$ cat config.mk
export PLATFORM = sky130hd
export DESIGN_NAME = btn_press_conditioner
export DESIGN_NICKNAME = d
export VERILOG_FILES = /design/src/rtl/btn_press_conditioner.sv
export SDC_FILE = /design/constraint.sdc
export NUM_CORES = 1
export LEC_CHECK = 0
export CELL_PAD_IN_SITES_DETAIL_PLACEMENT = 0
export CELL_PAD_IN_SITES_GLOBAL_PLACEMENT = 2
export CORE_MARGIN = 2
export CORE_UTILIZATION = 40
export CTS_CLUSTER_SIZE = 10
export DETAILED_ROUTE_END_ITERATION = 7
export PLACE_DENSITY = 0.79
export SYNTH_ARGS = -nofsm -noshare
export SYNTH_HDL_FRONTEND = slang
export SYNTH_SLANG_ARGS = --single-unit
export TNS_END_PERCENT = 100
$ cat constraint.sdc
create_clock -name clk -period 5.3 [get_ports clk]
set_clock_uncertainty 0.2 [all_clocks]
set_input_delay 0.795 -clock clk [delete_from_list [all_inputs] [get_ports clk]]
set_output_delay 0.795 -clock clk [all_outputs]
set_load 0.1 [all_outputs]
$ cat src/rtl/btn_press_conditioner.sv
`default_nettype none
// ============================================================================
// btn_press_conditioner
// Synchronizes, debounces and edge-qualifies four raw push-buttons into a
// one-cycle press vector plus a multi-press flag.
// Revision: 1.0
// ============================================================================
module btn_press_conditioner #(
  parameter int DEBOUNCE_CYCLES = 50000,
  parameter int CNT_W           = 16
) (
  input  logic       clk,
  input  logic       rst_n,
  input  logic [3:0] btn_raw,
  output logic [3:0] btn,
  output logic       invalid,
  output logic       busy
);

  localparam logic [CNT_W-1:0] c_cnt_last = CNT_W'(DEBOUNCE_CYCLES - 1);

  typedef enum logic [0:0] {
    ST_IDLE = 1'b0,
    ST_HOLD = 1'b1
  } state_t;

  logic [3:0] r_s1;
  logic [3:0] r_s2;
  logic [3:0] w_db;
  logic       w_multi;
  state_t     r_state;

  // Two-flop synchronizer per bit; bits are not coherent with each other.
  always_ff @(posedge clk or negedge rst_n) begin
    if (!rst_n) begin
      r_s1 <= 4'b0;
      r_s2 <= 4'b0;
    end else begin
      r_s1 <= btn_raw;
      r_s2 <= r_s1;
    end
  end

  // A new level is accepted only after it has differed from the debounced
  // value for DEBOUNCE_CYCLES consecutive cycles; any agreement restarts it.
  for (genvar i = 0; i < 4; i++) begin : g_bit
    logic [CNT_W-1:0] r_cnt;
    logic             r_db;

    always_ff @(posedge clk or negedge rst_n) begin
      if (!rst_n) begin
        r_cnt <= '0;
        r_db  <= 1'b0;
      end else if (r_s2[i] == r_db) begin
        r_cnt <= '0;
      end else if (r_cnt == c_cnt_last) begin
        r_db  <= r_s2[i];
        r_cnt <= '0;
      end else begin
        r_cnt <= r_cnt + 1'b1;
      end
    end

    assign w_db[i] = r_db;
  end

  assign w_multi = ($countones(w_db) > 1);

  // One event per episode: IDLE fires on any debounced press, HOLD waits
  // until every debounced bit has returned to zero.
  always_ff @(posedge clk or negedge rst_n) begin
    if (!rst_n) begin
      r_state <= ST_IDLE;
      btn     <= 4'b0;
      invalid <= 1'b0;
      busy    <= 1'b0;
    end else begin
      case (r_state)
        ST_IDLE: begin
          if (w_db != 4'b0) begin
            btn     <= w_db;
            invalid <= w_multi;
            busy    <= 1'b1;
            r_state <= ST_HOLD;
          end else begin
            btn     <= 4'b0;
            invalid <= 1'b0;
            busy    <= 1'b0;
          end
        end
        ST_HOLD: begin
          btn     <= 4'b0;
          invalid <= 1'b0;
          if (w_db == 4'b0) begin
            busy    <= 1'b0;
            r_state <= ST_IDLE;
          end else begin
            busy    <= 1'b1;
          end
        end
        default: begin
          btn     <= 4'b0;
          invalid <= 1'b0;
          busy    <= 1'b0;
          r_state <= ST_IDLE;
        end
      endcase
    end
  end

endmodule
`default_nettype wire

==> flow_summary.json, run 1 <==
{
  "yosysUniqueCellTypes": 32,
  "crit_chain": "clkdlybuf4s50_1",
  "ir_worst_vdd_uv": 145.9,
  "fmax_mhz": 339.0,
  "worst-path-buf-inv": 1,
  "final_common_cell": "dfrtp_1",
  "drv_slew": 0,
  "synth_edf_count": 0,
  "drive_gt1_share_pct": 6.878,
  "setup_ws_ps": 2350,
  "finalCritPeriodShare_pct": 55.66,
  "rsz0062_at_grt": "no",
  "async_flop_share_pct": 100.0,
  "area_growth_pct": 11.61,
  "seqCellArea_mm2": 0.002052,
  "antenna_found_initial": 0,
  "wl_met1_um": 3269,
  "htree_levels": 3,
  "post-cts-setup-buffers": 0,
  "seq_area_frac_synth_pct": 55.20,
  "io_pins": 12,
  "stdcell_area_mm2": 0.004149,
  "finalHoldViolCount": 0,
  "gp_congestion": 0.7505,
  "dp_slack_ps": 2687,
  "postSynthAreaPerCell_um2": 10.47,
  "worstReg2RegStart": "g_bit[1].r_cnt[0]",
  "most-common-layout-cells": "82 x dfrtp_1, 77 x nor2_1, 51 x xnor2_1, 20 x nand3_1, 18 x nor3_1",
  "cts_inserted_buffers": 9,
  "ys_seq_elements": 82,
  "critPathCaptureType": "primary output",
  "drc": 0,
  "drt_iter0_markers": 64,
  "wl_per_cell_um": 12.95,
  "start_util_pct": 40.81,
  "drv_cap": 0,
  "cp_top_family": "buffers and inverters",
  "cp_slowest_stage_delay_ps": 1190,
  "root_buffer": "clkbuf_8",
  "cts_tree": "built",
  "holdWs_ps": 151.2,
  "first_pass_iters": 4,
  "tightest_slew_ps": 1009,
  "grt_pass1_vias": 2383,
  "place_area_mm2": 0.003944,
  "cp.arrival_ps": 1950,
  "ant_nets": 0,
  "grt-ovfl-total": 0,
  "crit_required_ps": 4300,
  "rows": 35,
  "hpwl_um": 4100,
  "wirelength_um": 6333,
  "leakage_nw": 1.653,
  "grt_first_pass_wirelength_um": 11340,
  "critPathKind": "reg -> out",
  "cts_max_path_buffers": 2,
  "hold_buffers": 0,
  "fin_crit_ps": 2950,
  "fillers": 886,
  "relSlewSlack_pct": 32.75,
  "port_buffers": 11,
  "setup_viol_count_final": 0,
  "hp-class": "reg -> reg",
  "nets": 385,
  "power.density_mw_per_mm2": 276.0,
  "clkTransAtPathRegs_ps": 70,
  "worstHoldStart": "r_s1[3]",
  "reg2reg_setup_slack_ps": 3010,
  "critPathLaunch": "r_state",
  "cp_slowest_cell": "clkdlybuf4s50_1",
  "multiInputGateArea_mm2": 0.001578,
  "coreArea_mm2": 0.009109,
  "synth_warnings": 0,
  "crit_fanout": 6,
  "die_x_um": 100.4,
  "synth_cells": 355,
  "post_cts_resized": 0,
  "setup_tns_ps": 0,
  "cts.sinks": 82,
  "avgViaCountPerCell": 4.910,
  "highest_layer": "met4",
  "synth_area_mm2": 0.003717,
  "synthFlopType": "dfrtp_1",
  "grt_max_degree": 83,
  "status": "completed",
  "die_h_um": 100.4,
  "synth_fp_nets": 367,
  "die_area_mm2": 0.01008,
  "via_count": 2401,
  "worstSkewPairLatency_ps": 350,
  "grt_use_total_pct": 14.18,
  "met2_length_um": 2842,
  "n_antenna_cell": 0,
  "start_kind": "flop",
  "met3_length_um": 132,
  "finish.utilization_pct": 45.55
}
-- Yosys cell counts, types with 2 or more instances --
library cell / instances / share of area (%)
nand4_1: 16 / 2.7
nor4bb_1: 3 / 0.81
nor2b_1: 2 / 0.34
mux2_2: 3 / 0.91
nand4b_1: 2 / 0.47
and3_1: 3 / 0.50
nand2_1: 13 / 1.3
xnor2_1: 51 / 12
dfrtp_1: 82 / 55
clkbuf_1: 3 / 0.30
nor4_1: 17 / 2.9
nor3_1: 18 / 2.4
ha_1: 5 / 1.7
xor2_1: 9 / 2.1
nor2_1: 77 / 7.8
nand3_1: 20 / 2.7
inv_1: 16 / 1.6
-- sequential cells by signal, summed over array words and instances (netlist names) --
| signal | flops |
|---|---|
| g_bit.r_db | 4 |
| r_s2 | 4 |
| r_s1 | 4 |
| invalid | 1 |
| r_state | 1 |
| btn | 4 |
| g_bit.r_cnt | 64 |
-- stage by stage --
step | std cells | total power [mW]
4_1_cts | 489 | 1.165
2_1_floorplan | 355 | 0.6738
6_report | 489 | 1.145
3_3_place_gp | 473 | 0.6952
5_1_grt | 489 | 1.198
3_5_place_dp | 473 | 0.6955
-- report_power, final --
group | total, mW | switching [mW] | internal (mW)
Combinational | 0.0367 | 0.0248 | 0.0119
Clock | 0.464 | 0.221 | 0.243
Sequential | 0.644 | 0.00848 | 0.636
-- cell type report --
class | count | share of cell area, %
Multi-Input combinational cell | 252 | 38.03
Sequential cell | 82 | 49.46
Timing Repair Buffer | 12 | 2.774
Clock inverter | 4 | 1.206
Tap cell | 111 | 3.347
Inverter | 16 | 1.448
Clock buffer | 12 | 3.739
-- final timing paths --
| check | to | depth (start not counted) |
|---|---|---|
| min | r_s2[3] | 0 |
| min in group asynchronous | g_bit[2].r_cnt[11] | 1 |
| max reg2reg | g_bit[1].r_cnt[8] | 5 |
| max | busy | 1 |
| max in group asynchronous | g_bit[3].r_cnt[1] | 1 |
| min reg2reg | r_s2[3] | 0 |
-- routing by layer --
layer / track usage, % / vias to the layer above
met5: 0 / -
met1: 20.06 / 1141
met2: 21.63 / 19
met4: 5.374 / 0
met3: 2.786 / 8
li1: - / 1233
-- logic make-up after synthesis --
logic type                 Yosys count  share of synthesized area (%)
AOI/OAI and AO/OA                    2                         0.5722
and+or+nand+nor                    180                          24.20
adders and majority gates            6                          2.221
muxes                                4                          1.313
DFF                                 82                          55.20
xor gates and xnor gates            60                          14.14
buffers and inverters               21                          2.356
Power figures use the tool's default switching activity.
==> run 2, diff against run 1 <==
--- a/config.mk
+++ b/config.mk
@@ -8,10 +8,10 @@
 export CELL_PAD_IN_SITES_DETAIL_PLACEMENT = 0
 export CELL_PAD_IN_SITES_GLOBAL_PLACEMENT = 2
 export CORE_MARGIN = 2
-export CORE_UTILIZATION = 40
+export CORE_UTILIZATION = 36
 export CTS_CLUSTER_SIZE = 10
 export DETAILED_ROUTE_END_ITERATION = 7
-export PLACE_DENSITY = 0.79
+export PLACE_DENSITY = 0.75
 export SYNTH_ARGS = -nofsm -noshare
 export SYNTH_HDL_FRONTEND = slang
 export SYNTH_SLANG_ARGS = --single-unit
==> constraint.sdc (replaced) <==
create_clock -name clk -period 2.4 [get_ports clk]
set_clock_uncertainty 0.2 [all_clocks]
set_input_delay 0.36 -clock clk [delete_from_list [all_inputs] [get_ports clk]]
set_output_delay 0.36 -clock clk [all_outputs]
set_load 0.1 [all_outputs]
==> flow_summary.json, run 2 (synthesis results as in run 1) <==
{
  "start_util_pct": 36.50,
  "grt_use_total_pct": 13.82,
  "area_growth_pct": 13.26,
  "n_antenna_cell": 0,
  "cts.sinks": 82,
  "multiInputGateArea_mm2": 0.001578,
  "grt_max_degree": 36,
  "cts_tree": "built",
  "antenna_found_initial": 0,
  "fillers": 1009,
  "grt_first_pass_wirelength_um": 11940,
  "crit_fanout": 5,
  "wirelength_um": 6828,
  "finalCritPeriodShare_pct": 89.33,
  "worstHoldStart": "r_s1[2]",
  "cts_inserted_buffers": 9,
  "largest_reg_flops": 64,
  "port_buffers": 11,
  "seqCellArea_mm2": 0.002052,
  "ir_worst_vdd_uv": 245.6,
  "worstSkewPairLatency_ps": 360,
  "cts_max_path_buffers": 2,
  "setup_viol_count_final": 0,
  "critPathLaunch": "g_bit[0].r_cnt[5]",
  "die_x_um": 105.6,
  "drv_slew": 0,
  "nets": 392,
  "drv_cap": 0,
  "leakage_nw": 1.689,
  "finalHoldViolCount": 0,
  "tightest_slew_ps": 538.3,
  "rsz0062_at_grt": "no",
  "drt_iter0_markers": 68,
  "regMostFlops": "g_bit.r_cnt",
  "root_buffer": "clkbuf_8",
  "most-common-layout-cells": "82 x dfrtp_1, 77 x nor2_1, 51 x xnor2_1, 20 x nand3_1, 18 x nor3_1",
  "die_area_mm2": 0.01115,
  "grt-ovfl-total": 0,
  "rows": 37,
  "htree_levels": 3,
  "first_pass_iters": 4,
  "dp_slack_ps": 249.6,
  "io_pins": 12,
  "critPathCaptureType": "flop",
  "critPathKind": "reg -> reg",
  "worstReg2RegStart": "g_bit[0].r_cnt[5]",
  "drive_gt1_share_pct": 9.610,
  "hpwl_um": 4552,
  "setup_ws_ps": 256.2,
  "final_common_cell": "dfrtp_1",
  "drc": 0,
  "clkTransAtPathRegs_ps": 80,
  "grt_pass1_vias": 2410,
  "relSlewSlack_pct": 64.02,
  "status": "completed",
  "wl_per_cell_um": 13.11,
  "fin_crit_ps": 2144,
  "power.density_mw_per_mm2": 581.0,
  "hp-class": "reg -> reg",
  "crit_required_ps": 2440,
  "avgViaCountPerCell": 4.756,
  "gp_congestion": 0.7775,
  "setup_tns_ps": 0,
  "post-cts-setup-buffers": 0,
  "cp.arrival_ps": 2190,
  "fmax_mhz": 466.5,
  "ant_nets": 0,
  "via_count": 2478,
  "start_kind": "flop",
  "coreArea_mm2": 0.01018,
  "die_h_um": 105.6
}
[run 2: through the flow]
stage	total power [mW]	instance area (um2)	hold slack, ps	instances	util, %
final	2.446	4210	149.1	521	41.34
after global routing	2.582	4210	164.9	521	41.34
after CTS	2.499	4210	152.5	521	41.34
after detailed placement	1.545	4018	137.1	504	39.45
after global placement	1.544	4018	136.8	504	39.45
after floorplan	1.488	3717	-135.6	355	-
[run 2: final cells by class]
type                    instances  share of cell area, %
flip-flops and latches         82                  48.74
multi-input cells             252                  37.47
well taps                     136                  4.042
repair buffers                 19                  3.982
clock buffers                  13                  3.774
inverters                      16                  1.426
clock inverters                 3                 0.5646
[run 2: routing by layer]
metal	track usage (%)	wire, um	up-vias
met5	0	0	-
met4	5.357	97	0
met3	4.453	227	8
met2	20.69	3050	34
met1	18.69	3452	1185
li1	-	-	1251
[run 2: timing repair]
action / 4_1_cts / 5_1_grt
setup endpoints to repair: 0 / 0
hold endpoints to repair: 32 / 0
resized for setup: 0 / 0
hold buffers: 1 / 0
[run 2: power by group]
| group | switching, mW | internal, mW |
|---|---|---|
| Clock | 0.496 | 0.435 |
| Combinational | 0.0584 | 0.0341 |
| Sequential | 0.0194 | 1.40 |
| Total | 0.574 | 1.87 |
[run 2: worst paths after layout]
path | endpoint | slack [ps] | depth (start not counted)
worst min register to register | r_s2[2] | 150 | 0
worst min-delay path | r_s2[2] | 150 | 0
worst max-delay path | g_bit[0].r_db | 260 | 3
worst max register to register | g_bit[0].r_db | 260 | 3
min in group asynchronous | g_bit[3].r_cnt[7] | 290 | 2
max in group asynchronous | g_bit[0].r_cnt[5] | 1120 | 3
[run 2: critical path, stage by stage (launching register included)]
cell and delay, ps:
dfrtp_1 430, or4b_1 530, or4_4 560, mux2_4 310
==> run 3, diff against run 2 <==
--- a/config.mk
+++ b/config.mk
@@ -7,8 +7,10 @@
 export LEC_CHECK = 0
 export CELL_PAD_IN_SITES_DETAIL_PLACEMENT = 0
 export CELL_PAD_IN_SITES_GLOBAL_PLACEMENT = 2
-export CORE_MARGIN = 2
+export CORE_ASPECT_RATIO = 1.1
+export CORE_MARGIN = 8
 export CORE_UTILIZATION = 36
+export CTS_CLUSTER_DIAMETER = 150
 export CTS_CLUSTER_SIZE = 10
 export DETAILED_ROUTE_END_ITERATION = 7
 export PLACE_DENSITY = 0.75
==> flow_summary.json, run 3 (synthesis results as in run 1) <==
{
  "cts_inserted_buffers": 9,
  "clkTransAtPathRegs_ps": 60,
  "grt_max_degree": 48,
  "status": "completed",
  "fin_crit_ps": 2139,
  "start_util_pct": 36.28,
  "gp_congestion": 0.7224,
  "grt_use_total_pct": 11.05,
  "fmax_mhz": 467.5,
  "finalCritPeriodShare_pct": 89.13,
  "root_buffer": "clkbuf_16",
  "wl_per_cell_um": 13.53,
  "drv_slew": 0,
  "setup_tns_ps": 0,
  "drt_iter0_markers": 92,
  "dp.cells": 490,
  "largest_reg_flops": 64,
  "coreArea_mm2": 0.01025,
  "start_kind": "flop",
  "power.density_mw_per_mm2": 652.8,
  "final_common_cell": "dfrtp_1",
  "die_x_um": 112.9,
  "drv_cap": 0,
  "io_pins": 12,
  "htree_levels": 3,
  "ir_worst_vdd_uv": 250.6,
  "setup_ws_ps": 261.0,
  "grt_pass1_vias": 2560,
  "power_mw": 2.797,
  "wirelength_um": 6860,
  "use_met2_pct": 17.30,
  "worstSkewPairLatency_ps": 330,
  "hpwl_um": 4633,
  "rows": 39,
  "drc": 0,
  "via_count": 2489,
  "avgViaCountPerCell": 4.909,
  "cts.sinks": 82,
  "cts_max_path_buffers": 2,
  "hp-class": "reg -> reg",
  "critPathKind": "reg -> reg",
  "nets": 391,
  "rsz0062_at_grt": "no",
  "post_cts_resized": 0,
  "finalHoldViolCount": 0,
  "cts_tree": "built",
  "tightest_slew_ps": 543.3,
  "first_pass_iters": 5,
  "antenna_found_initial": 0,
  "busiest_layer": "met2",
  "grt_use_met1_pct": 13.59,
  "cp.arrival_ps": 2150,
  "setup_viol_count_final": 0,
  "crit_fanout": 5,
  "crit_required_ps": 2410,
  "relSlewSlack_pct": 63.69,
  "grt-ovfl-total": 0,
  "final-instance-count-excl-fill": 507,
  "die_h_um": 122.6,
  "area_growth_pct": 15.25,
  "dp_slack_ps": 276.2,
  "regMostFlops": "g_bit.r_cnt",
  "port_buffers": 11,
  "most-common-layout-cells": "82 x dfrtp_1, 77 x nor2_1, 51 x xnor2_1, 20 x nand3_1, 18 x nor3_1",
  "post-cts-setup-buffers": 0,
  "grt_first_pass_wirelength_um": 12130,
  "met3_usage_pct": 3.346,
  "leakage_nw": 1.729,
  "n_antenna_cell": 0,
  "critPathCaptureType": "flop",
  "ant_nets": 0,
  "die_area_mm2": 0.01384,
  "drive_gt1_share_pct": 9.896
}
==> run 3: cell count changes in the layout (fill, tap and decap cells not counted), sizes merged <==
| cell | change |
|---|---|
| clkbuf | -3 |
| inv | +1 |
| clkinv | +1 |
| clkinvlp | +1 |
| buf | -1 |
==> run 3: through the flow <==
step,area (um2),hold WS (ps),util [%]
final,4284,148.4,41.81
after global routing,4284,166.4,41.81
after CTS,4284,150.5,41.81
after detailed placement,3994,134.7,38.97
after global placement,3994,135.7,38.97
after floorplan,3717,-135.6,-
==> run 3: final timing paths <==
kind                                            to              start  cells after the start  slack [ps]
worst max register to register       g_bit[0].r_db  g_bit[0].r_cnt[5]                      3         260
worst min register to register             r_s2[0]            r_s1[0]                      0         150
worst min-delay path                       r_s2[0]            r_s1[0]                      0         150
worst max-delay path                 g_bit[0].r_db  g_bit[0].r_cnt[5]                      3         260
max in group asynchronous       g_bit[3].r_cnt[15]              rst_n                      3        1070
min in group asynchronous        g_bit[2].r_cnt[6]              rst_n                      2         320
==> run 3: area by class of cell <==
class | instances | area, um2
clock buffer | 10 | 239.0
clock inverter | 6 | 41.29
fill | 1017 | 5963
inverter | 16 | 60.06
multi-input combinational | 252 | 1578
sequential | 82 | 2052
tap | 123 | 153.9
timing repair buffer | 18 | 160.2
==> run 3: what timing repair did <==
action,CTS,global route
hold buffers,1,0
hold endpoints to repair,35,0
setup endpoints to repair,0,0
==> run 3: metal layers <==
| layer | up-vias | wire length [um] |
|---|---|---|
| met4 | 0 | 175 |
| met3 | 13 | 203 |
| li1 | 1248 | - |
| met1 | 1199 | 3314 |
| met5 | - | 0 |
| met2 | 29 | 3167 |
==> run 3: worst max-delay path, stage by stage, from the launching register on <==
cell	delay, ps
dfrtp_1	430
or4b_1	530
or4_4	560
mux2_4	310
==> run 3: power breakdown <==
part           internal [mW]  total [mW]  switching [mW]
sequential              1.41        1.42          0.0194
clock                  0.728        1.28           0.552
combinational         0.0330      0.0912          0.0582
